===== src/rtl/mem_stage_pkg.sv =====
// Shared definitions for the MEM stage: widths, load types, FSM states and
// EXE->MEM bus field offsets (also used by exe_stage / wb_stage).
package mem_stage_pkg;

    localparam int DATA_W   = 32;
    localparam int REG_AW   = 5;
    localparam int ES_BUS_W = 6 + REG_AW + 2 * DATA_W;
    localparam int MS_BUS_W = 1 + REG_AW + 2 * DATA_W;
    localparam int DS_BUS_W = 3 + REG_AW + DATA_W;

    localparam logic [2:0] LD_W  = 3'd0;
    localparam logic [2:0] LD_B  = 3'd1;
    localparam logic [2:0] LD_BU = 3'd2;
    localparam logic [2:0] LD_H  = 3'd3;
    localparam logic [2:0] LD_HU = 3'd4;

    // EXE->MEM bus: {mem_req, ld_type[2:0], res_from_mem, gr_we, dest, alu_result, pc}
    localparam int ES_PC_LSB       = 0;
    localparam int ES_ALU_LSB      = DATA_W;
    localparam int ES_DEST_LSB     = 2 * DATA_W;
    localparam int ES_GR_WE        = ES_DEST_LSB + REG_AW;
    localparam int ES_RES_FROM_MEM = ES_GR_WE + 1;
    localparam int ES_LD_LSB       = ES_GR_WE + 2;
    localparam int ES_MEM_REQ      = ES_LD_LSB + 3;

    typedef enum logic [1:0] {
        IDLE = 2'd0,
        WAIT = 2'd1,
        HOLD = 2'd2,
        DROP = 2'd3
    } ms_state_e;

endpackage


===== src/rtl/mem_stage_axi_if.sv =====
// Pipeline handshake and data buses around the MEM stage.
//  slave  : the MEM stage's view (consumes EXE bus / SRAM response, produces WB and ID buses)
//  master : the surrounding pipeline's view
interface mem_stage_axi_if;
    import mem_stage_pkg::*;

    logic                ws_allowin;
    logic                ms_allowin;
    logic                es_to_ms_valid;
    logic [ES_BUS_W-1:0] es_to_ms_bus;
    logic                ms_to_ws_valid;
    logic [MS_BUS_W-1:0] ms_to_ws_bus;
    logic                data_sram_data_ok;
    logic [DATA_W-1:0]   data_sram_rdata;
    logic                flush;
    logic [DS_BUS_W-1:0] ms_to_ds_bus;

    modport slave (
        input  ws_allowin, es_to_ms_valid, es_to_ms_bus,
               data_sram_data_ok, data_sram_rdata, flush,
        output ms_allowin, ms_to_ws_valid, ms_to_ws_bus, ms_to_ds_bus
    );

    modport master (
        output ws_allowin, es_to_ms_valid, es_to_ms_bus,
               data_sram_data_ok, data_sram_rdata, flush,
        input  ms_allowin, ms_to_ws_valid, ms_to_ws_bus, ms_to_ds_bus
    );

endinterface


===== src/rtl/mem_stage_axi_load_align.sv =====
// Load data alignment and extension (combinational).
//  raw     : 32-bit word as returned by the data SRAM
//  off     : byte offset within the word (address[1:0])
//  ld_type : LD_W / LD_B / LD_BU / LD_H / LD_HU
//  result  : aligned, sign- or zero-extended load value
module load_align
    import mem_stage_pkg::*;
(
    input  logic [DATA_W-1:0] raw,
    input  logic [1:0]        off,
    input  logic [2:0]        ld_type,
    output logic [DATA_W-1:0] result
);

    logic [7:0]  byte_v;
    logic [15:0] half_v;

    always_comb begin
        byte_v = raw[7:0];
        case (off)
            2'd1:    byte_v = raw[15:8];
            2'd2:    byte_v = raw[23:16];
            2'd3:    byte_v = raw[31:24];
            default: byte_v = raw[7:0];
        endcase
        // Halfword misalignment is trapped in EXE, so only off[1] matters here.
        half_v = off[1] ? raw[31:16] : raw[15:0];
    end

    always_comb begin
        result = raw;
        case (ld_type)
            LD_B:    result = {{(DATA_W-8){byte_v[7]}}, byte_v};
            LD_BU:   result = {{(DATA_W-8){1'b0}}, byte_v};
            LD_H:    result = {{(DATA_W-16){half_v[15]}}, half_v};
            LD_HU:   result = {{(DATA_W-16){1'b0}}, half_v};
            default: result = raw;
        endcase
    end

endmodule


===== src/rtl/mem_stage_axi.sv =====
// MEM pipeline stage between EXE and WB with a variable-latency data SRAM response.
//  clk, resetn : clock and synchronous active-low reset
//  io (slave)  : EXE bus in (es_to_ms_valid/bus, ms_allowin), WB bus out (ms_to_ws_valid/bus,
//                ws_allowin), SRAM response (data_sram_data_ok/rdata), flush from WB,
//                forwarding bus to ID (ms_to_ds_bus)
//
// state | meaning
// ------+-----------------------------------------------------------------
// IDLE  | no response outstanding (empty, or holding a non-memory op)
// WAIT  | memory op in MEM, its data_ok not yet seen
// HOLD  | response arrived while WB stalled; data kept in buf_q
// DROP  | flushed while waiting; next data_ok belongs to a dead op
module mem_stage_axi
    import mem_stage_pkg::*;
(
    input  logic            clk,
    input  logic            resetn,
    mem_stage_axi_if.slave  io
);

    ms_state_e           state, state_nx;
    logic                ms_valid;
    logic                ms_ready_go;
    logic                latch;
    logic                enter_wait;
    logic                buf_load;
    logic                buf_valid;
    logic [DATA_W-1:0]   buf_q;
    // mem_req only steers the FSM at latch time, so it is not kept.
    logic [ES_BUS_W-2:0] bus_q;

    logic [DATA_W-1:0]   pc, alu_result, raw, aligned, final_result;
    logic [REG_AW-1:0]   dest;
    logic                gr_we, res_from_mem, fwd_ok;
    logic [2:0]          ld_type;

    assign pc           = bus_q[ES_PC_LSB +: DATA_W];
    assign alu_result   = bus_q[ES_ALU_LSB +: DATA_W];
    assign dest         = bus_q[ES_DEST_LSB +: REG_AW];
    assign gr_we        = bus_q[ES_GR_WE];
    assign res_from_mem = bus_q[ES_RES_FROM_MEM];
    assign ld_type      = bus_q[ES_LD_LSB +: 3];

    always_comb begin
        ms_ready_go = 1'b0;
        case (state)
            IDLE:    ms_ready_go = 1'b1;
            WAIT:    ms_ready_go = io.data_sram_data_ok;
            HOLD:    ms_ready_go = 1'b1;
            default: ms_ready_go = 1'b0;
        endcase
    end

    assign io.ms_allowin     = (!ms_valid && state != DROP) || (ms_ready_go && io.ws_allowin);
    assign io.ms_to_ws_valid = ms_valid && ms_ready_go && !io.flush;
    assign latch             = io.es_to_ms_valid && io.ms_allowin;
    // A flushed-in instruction is dead on arrival and owes no tracking.
    assign enter_wait        = latch && !io.flush && io.es_to_ms_bus[ES_MEM_REQ];

    always_comb begin
        state_nx = state;
        buf_load = 1'b0;
        case (state)
            IDLE: begin
                if (enter_wait) state_nx = WAIT;
            end
            WAIT: begin
                if (io.data_sram_data_ok) begin
                    if (io.flush) begin
                        state_nx = IDLE;
                    end else if (io.ws_allowin) begin
                        state_nx = enter_wait ? WAIT : IDLE;
                    end else begin
                        state_nx = HOLD;
                        buf_load = 1'b1;
                    end
                end else if (io.flush) begin
                    state_nx = DROP;
                end
            end
            HOLD: begin
                if (io.flush)           state_nx = IDLE;
                else if (io.ws_allowin) state_nx = enter_wait ? WAIT : IDLE;
            end
            default: begin
                if (io.data_sram_data_ok) state_nx = IDLE;
            end
        endcase
    end

    always_ff @(posedge clk) begin
        if (!resetn) begin
            state     <= IDLE;
            ms_valid  <= 1'b0;
            buf_valid <= 1'b0;
            buf_q     <= '0;
            bus_q     <= '0;
        end else begin
            state     <= state_nx;
            buf_valid <= (state_nx == HOLD);
            if (buf_load) buf_q <= io.data_sram_rdata;
            if (io.flush)           ms_valid <= 1'b0;
            else if (io.ms_allowin) ms_valid <= io.es_to_ms_valid;
            if (latch) bus_q <= io.es_to_ms_bus[ES_BUS_W-2:0];
        end
    end

    assign raw = buf_valid ? buf_q : io.data_sram_rdata;

    load_align u_load_align (
        .raw     (raw),
        .off     (alu_result[1:0]),
        .ld_type (ld_type),
        .result  (aligned)
    );

    assign final_result    = res_from_mem ? aligned : alu_result;
    assign fwd_ok          = ms_valid && (!res_from_mem || ms_ready_go);
    assign io.ms_to_ws_bus = {gr_we, dest, final_result, pc};
    assign io.ms_to_ds_bus = {ms_valid, gr_we, dest, fwd_ok, final_result};

endmodule

===== src/flat_wrapper.sv =====
// flat-port wrapper written by rule: the top's interface ports become plain ports
module mem_stage_axi_flat import mem_stage_pkg::*;
  (clk, resetn, io_ws_allowin, io_es_to_ms_valid, io_es_to_ms_bus, io_data_sram_data_ok, io_data_sram_rdata, io_flush, io_ms_allowin, io_ms_to_ws_valid, io_ms_to_ws_bus, io_ms_to_ds_bus);
  mem_stage_axi_if io_i ();
  input  logic clk;
  input  logic resetn;
  input wire logic [$bits(io_i.ws_allowin)-1:0] io_ws_allowin;
  input wire logic [$bits(io_i.es_to_ms_valid)-1:0] io_es_to_ms_valid;
  input wire logic [$bits(io_i.es_to_ms_bus)-1:0] io_es_to_ms_bus;
  input wire logic [$bits(io_i.data_sram_data_ok)-1:0] io_data_sram_data_ok;
  input wire logic [$bits(io_i.data_sram_rdata)-1:0] io_data_sram_rdata;
  input wire logic [$bits(io_i.flush)-1:0] io_flush;
  output wire logic [$bits(io_i.ms_allowin)-1:0] io_ms_allowin;
  output wire logic [$bits(io_i.ms_to_ws_valid)-1:0] io_ms_to_ws_valid;
  output wire logic [$bits(io_i.ms_to_ws_bus)-1:0] io_ms_to_ws_bus;
  output wire logic [$bits(io_i.ms_to_ds_bus)-1:0] io_ms_to_ds_bus;
  assign io_i.ws_allowin = io_ws_allowin;
  assign io_i.es_to_ms_valid = io_es_to_ms_valid;
  assign io_i.es_to_ms_bus = io_es_to_ms_bus;
  assign io_i.data_sram_data_ok = io_data_sram_data_ok;
  assign io_i.data_sram_rdata = io_data_sram_rdata;
  assign io_i.flush = io_flush;
  assign io_ms_allowin = io_i.ms_allowin;
  assign io_ms_to_ws_valid = io_i.ms_to_ws_valid;
  assign io_ms_to_ws_bus = io_i.ms_to_ws_bus;
  assign io_ms_to_ds_bus = io_i.ms_to_ds_bus;
  mem_stage_axi u_core (.clk(clk), .resetn(resetn), .io(io_i));
endmodule

===== config.mk =====
export PLATFORM = sky130hd
export DESIGN_NAME = mem_stage_axi_flat
export DESIGN_NICKNAME = d
export VERILOG_FILES = /design/src/rtl/mem_stage_pkg.sv /design/src/rtl/mem_stage_axi_if.sv /design/src/rtl/mem_stage_axi_load_align.sv /design/src/rtl/mem_stage_axi.sv /design/src/flat_wrapper.sv
export SDC_FILE = /design/constraint.sdc
export NUM_CORES = 1
export LEC_CHECK = 0
export BUFFER_PORTS_ARGS = -buffer_cell sky130_fd_sc_hd__buf_4
export CAP_MARGIN = 0
export CORE_MARGIN = 4
export CORE_UTILIZATION = 50
export DETAILED_ROUTE_END_ITERATION = 12
export PLACE_DENSITY = 0.92
export SYNTH_ARGS = -nofsm -noshare
export SYNTH_HDL_FRONTEND = slang
export SYNTH_SLANG_ARGS = --single-unit

===== constraint.sdc =====
create_clock -name clk -period 2.95 [get_ports clk]
set_input_delay 0.295 -clock clk [delete_from_list [all_inputs] [get_ports clk]]
set_output_delay 0.295 -clock clk [all_outputs]
set_load 0.01 [all_outputs]

# ---- Word-level counts from Yosys, hierarchy flattened
# Index checks and enable logic that the tools add are counted.
# W data, S select, Z words.
dict set report classes {
  eq_ne 11
  n_reduce_logical 16
  n_bitwise 1
  muxes 20
}
# operator count
set ops {}
lappend ops {{$pmux W32 S4} 1}
lappend ops {{$mux W32} 2}
lappend ops {{$pmux W8 S3} 1}
lappend ops {{$mux W16} 1}
lappend ops {{$mux W2} 8}
lappend ops {{$eq A2 B2 Y1 const B} 4}
lappend ops {{$logic_and A1 B1 Y1} 8}
lappend ops {{$eq A3 B2 Y1 const B} 2}
lappend ops {{$pmux W2 S3} 1}
lappend ops {{$mux W1} 5}
lappend ops {{$eq A2 B1 Y1 const B} 2}
lappend ops {{$reduce_or A2 Y1} 2}
lappend ops {{$eq A3 B1 Y1 const B} 1}
lappend ops {{$eq A3 B3 Y1 const B} 1}
lappend ops {{$logic_not A1 Y1} 3}
lappend ops {{$logic_not A2 Y1} 1}
lappend ops {{$logic_or A1 B1 Y1} 2}
lappend ops {{$ne A2 B2 Y1 const B} 1}
lappend ops {{$pmux W1 S2} 1}
lappend ops {{$not A1 Y1} 1}
dict set report word_totals {
  output_inout_bits 112
  ff_bits 110
  elab_cells 53
  inputBits 113
}

# ---- Longest topological paths before layout
dict set report logic_depth {
  word_depth 14
  depth_mapped 8
  mapped_depth_nobuf 5
}

# ---- Hierarchy
# A second synthesis with hierarchy kept.
dict set report unflattened {
  hier_cells 748
  area_unflattened_um2 6668.9
}
# mod area_each_um2 n_inst seq_area_each_um2 cells_each
set modules_own_cells {}
lappend modules_own_cells {mem_stage_axi 5785.5 1 2202.1 649}
lappend modules_own_cells {load_align 883.3 1 0.0 99}

# ---- Worst setup path after synthesis
# Ideal clock, no wire load.
dict set report synth_path {
  path_kind {reg-to-output}
  from {reg u_core.buf_valid}
  to {out io_ms_to_ws_bus[53]}
  path_slack_ns 0.480
  required_time_ns 2.655
  arrival_ns 2.175
  path_stages_with_launch 9
  path_buffers 3
  path_cell_list {dfxtp_1 -> buf_6 -> mux2_2 -> mux4_2 -> a31oi_4 -> nand2_4 -> buf_6 -> o22a_1 -> buf_4}
}
dict set report synth_via {
  elab_chain_cells 4
  word_cells_on_any_way 5
  classes_between {mux: 5}
}
# item line_no
set synth_rtl {}
lappend synth_rtl {{start, declared} mem_stage_axi.sv:27} ;# logic buf_valid;
lappend synth_rtl {{start signal, assigned} mem_stage_axi.sv:100} ;# buf_valid <= (state_nx == HOLD);
lappend synth_rtl {{$mux W32 (*)} mem_stage_axi.sv:108} ;# assign raw = buf_valid ? buf_q : io.data_sram_rdata;
lappend synth_rtl {{$pmux W8 S3 or $mux W16 (tied branches)} {mem_stage_axi_load_align.sv:20, mem_stage_axi_load_align.sv:27}}
lappend synth_rtl {{$pmux W32 S4 (*)} mem_stage_axi_load_align.sv:32} ;# case (ld_type)
lappend synth_rtl {{$mux W32 (*)} mem_stage_axi.sv:117} ;# assign final_result = res_from_mem ? aligned : alu_result;
lappend synth_rtl {{end, declared} flat_wrapper.sv:15} ;# output wire logic [$bits(io_i.ms_to_ws_bus)-1:0] io_ms_to_ws_bus;
# Mark *: on every way between the ends. The rest lies on a longest branch, timed or not.

# ---- Final worst setup path
dict set report layout_path {
  from {reg u_core.buf_valid}
  to {out io_ms_to_ws_bus[36]}
}
# The elaborated chain is that of the path after synthesis.

==> summary.txt <==
Status
  – Outcome: completed

Clocking
  – CTS root buf: sky130_fd_sc_hd__clkbuf_16
  – Post-CTS clock slew at the launch and capture registers of the worst setup and hold paths: 70 ps
  – Setup Fix Bufs, Post-CTS: 0
  – Number of hold buffers added after CTS: 0
  – Level count of the clock H-tree: 3
  – Clock tree buffer depth: 2
  – CTS tree: yes
  – Number of buffers created by CTS: 9
  – Clock sink count: 110
  – Count of instances resized after the clock tree is built: 0
  – Clock Latency Late Sink: 350 ps

Global routing
  – GRT met1 Usage: 27.8%
  – Number of antenna violations at the first check in global routing: 0
  – Leftover overflow at the end of global routing: 0
  – Largest net degree at the start of global routing: 86
  – Via count of the first global-routing pass: 5048
  – All-layer global routing usage: 23.6%
  – Wire length of the first global-routing pass: 26400 um
  – Met2 GRT Util: 40.6%
  – Top Usage Layer GRT: met2
  – Fraction of met3 tracks used by global routing: 5.57%

Power
  – Share of total power consumed by net switching: 27.3%
  – Relative contribution of the clock network to total power: 32.6%
  – Static Leak: 0.00336 uW
  – Internal power: 2670 uW
  – PwrDens: 485 nW/um^2
  – Proportion of power drawn by flip-flops and latches: 43.5%
  – Gate power share: 23.9%
  – Net switching power figure: 1010 uW
  – Maximum ir drop on the vdd rail: 457 uV

STA
  – Max-slew violation count: 0
  – Worst clock skew on the final layout: 6.13 ps
  – Total negative slack for setup checks: 0 ps
  – Period minus WS final: 2780 ps
  – Ratio of final minimum period to clock period: 94.4%
  – Worst slew pin tran: 688 ps
  – Unrepaired setup endpoints after global routing: false
  – Final hold violations: 0
  – Maximum clock frequency: 0.359 GHz
  – Worst max-slew margin expressed relative to the limit: 54.1%
  – Setup Viol. Count Final: 0

Synthesis
  – Library cells used by synthesis: 41
  – Sequential share of the synthesized area: 36.4%
  – Yosys synthesis warning count: 0
  – Register bit count reported by yosys: 110
  – Synthesized instance count: 684
  – Synthesized Nets: 797
  – Syn_area_per_cell: 8.84 um^2
  – Total standard cell area after synthesis: 6050 um^2

Worst setup path
  – Critical-path maximum fanout: 19
  – Reg-to-Reg Start: u_core.state[0]
  – Slowest CP cell: sky130_fd_sc_hd__mux2i_1
  – Classification of the worst setup path: reg -> out
  – Endpoint kind of the worst setup timing path: output pin
  – Data required, critical path: 2650 ps
  – Arrival time worst endpoint: 2490 ps
  – Worst path max stage delay: 460 ps
  – Logic depth of the worst register-to-register path: 6
  – Startpoint type of the worst setup path: register
  – Slack of the worst reg-to-reg path: 840 ps
  – Critical Path, Cell by Cell: buf_4, mux2i_1, mux2i_1, nand2_1, a21oi_1, or3_1, buf_4
  – Total buffers and inverters traversed by the critical path: 2
  – Startpoint of the most critical setup path: u_core.buf_valid
  – Reg-to-reg endpoint: u_core.bus_q[23]
  – Kind of cell adding the most delay to the critical path: multiplexers

Layout
  – N_diodes: 0
  – Total of fill cells in the finished design: 1024
  – Share of post-route cells with drive strength above 1: 33.2%
  – Most common cell after layout, fill and taps aside: sky130_fd_sc_hd__buf_4
  – Final design area excluding fillers: 7590 um^2
  – Combined area of the multi-input logic cells: 3070 um^2
  – Area taken by flip-flops and latches: 2200 um^2
  – Growth of design area from synthesis to finish: 25.5%
  – Number of nets at the end of the flow: 928
  – Commonest cells after routing, fill and taps aside: sky130_fd_sc_hd__buf_4, sky130_fd_sc_hd__dfxtp_1, sky130_fd_sc_hd__mux2i_1

Min path
  – Hold Path Cell Cnt: 2
  – Class of the worst hold path: in -> reg
  – Startpoint of the lowest-slack hold path: io_flush
  – Worst hold path endpoint: u_core.ms_valid

Placement
  – Post-DP HPWL: 13100 um
  – Final GP Congestion: 0.948
  – Instance area after placement: 7290 um^2
  – Quantity of I/O buffers inserted on ports: 224

Route
  – Remaining number of nets flagged by the antenna check after routing: 0
  – DRT Pass-1 Iters: 5
  – Number of vias in the routed layout: 5148
  – Wire length after detailed routing: 16800 um
  – Drt first-iter violations: 397
  – Number of remaining DRC errors: 0
  – Via-per-instance ratio: 5.35
  – Mean routed wirelength per cell: 17.4 um

Die
  – Y dimension of the die: 118 um
  – Row cnt: 39
  – DIE WIDTH: 118 um
  – Placeable core region: 11600 um^2
  – Area enclosed by the die boundary: 13900 um^2
  – Number of top-level pins: 225
  – Initial Util: 52.1%

Flow run
  – Max-Cap Viols: 0
power by group through the flow:
| stage | sequential (uW) | clock, uW | combinational [uW] |
|---|---|---|---|
| 2_1_floorplan | 1610 | 0 | 563 |
| 3_3_place_gp | 1630 | 0 | 873 |
| 3_5_place_dp | 1640 | 0 | 883 |
| 4_1_cts | 1600 | 1240 | 886 |
| 5_1_grt | 1610 | 1290 | 948 |
| 6_report | 1600 | 1200 | 879 |
cell usage after synthesis (all sizes together):
master | instances | area (um^2)
buf | 90 | 656
mux4 | 1 | 22.5
nor2b | 78 | 488
o22a | 16 | 140
nand2b | 1 | 6.26
a221o | 1 | 10.0
clkbuf | 32 | 120
xnor2 | 2 | 17.5
nor4b | 1 | 8.76
a21o | 1 | 7.51
inv | 4 | 15.0
a21oi | 22 | 110
o2111ai | 1 | 8.76
nand3 | 2 | 10.0
xor2 | 1 | 8.76
a32o | 1 | 10.0
nor3 | 11 | 55.1
dfxtp | 110 | 2200
a22o | 1 | 8.76
a31oi | 6 | 52.6
and3 | 1 | 6.26
a22oi | 3 | 22.5
o21ai | 7 | 35.0
a31o | 1 | 8.76
or3 | 4 | 25.0
nor2 | 43 | 161
a211oi | 1 | 7.51
mux2 | 9 | 101
nor3b | 5 | 37.5
mux2i | 104 | 1040
maj3 | 1 | 10.0
o211ai | 4 | 30.0
a21boi | 34 | 255
a221oi | 2 | 17.5
and2 | 4 | 25.0
nand2 | 79 | 304
worst register-to-register path, stage by stage (launching register included):
cell,delay [ps]
sky130_fd_sc_hd__dfxtp_1,370
sky130_fd_sc_hd__nor2b_1,170
sky130_fd_sc_hd__o21ai_0,340
sky130_fd_sc_hd__nand3_4,460
sky130_fd_sc_hd__buf_4,390
sky130_fd_sc_hd__mux2i_1,190
sky130_fd_sc_hd__nor2b_1,70
worst max-delay path by stage:
stage | end | cells past startpoint | slack (ps)
after global routing | io_ms_to_ws_bus[34] | 6 | 0.6
final | io_ms_to_ws_bus[36] | 7 | 170
after floorplan | io_ms_to_ws_bus[53] | 8 | 480
after global placement | io_ms_to_ws_bus[36] | 7 | 560
after CTS | io_ms_to_ws_bus[36] | 7 | 150
after detailed placement | io_ms_to_ws_bus[36] | 7 | 540
routing by layer:
metal  wire length, um  part of all wire, %  vias up
met2              8280                   49      210
li1                  -                    -     2500
met1              6860                   41     2405
met3              1140                  6.8       33
met5                 0                    0        -
met4               536                  3.2        0
cells by family after synthesis:
kind of cell / count (synthesis) / synth area share, %
buf+inv: 126 / 13.1
mux: 114 / 19.3
compound gates: 101 / 12.0
fa+ha+maj: 1 / 0.166
simple gates: 229 / 18.6
flops: 110 / 36.4
xor+xnor: 3 / 0.435
through the flow:
step	worst slack, ps	std cells	hold WS [ps]	power, uW	util [%]
final	167	963	149	3680	65.4
after CTS	147	963	133	3720	65.4
after detailed placement	538	947	458	2520	62.8
after global routing	0.612	963	151	3850	65.4
after global placement	560	947	448	2500	62.8
after floorplan	480	684	372	2180	-
flip-flops by register name, indices dropped and copies added, names as in the netlist:
signal and cells:
u_core.bus_q 74, u_core.buf_valid 1, u_core.buf_q 32, u_core.state 2, u_core.ms_valid 1
final cells by class:
cell class	count	area share, %
well taps	143	2.36
flip-flops and latches	110	29.0
multi-input cells	448	40.4
repair buffers	242	24.1
clock inverters	2	0.181
clock buffers	14	3.74
inverters	4	0.198
Note: power is estimated with default switching activity, not from simulation.
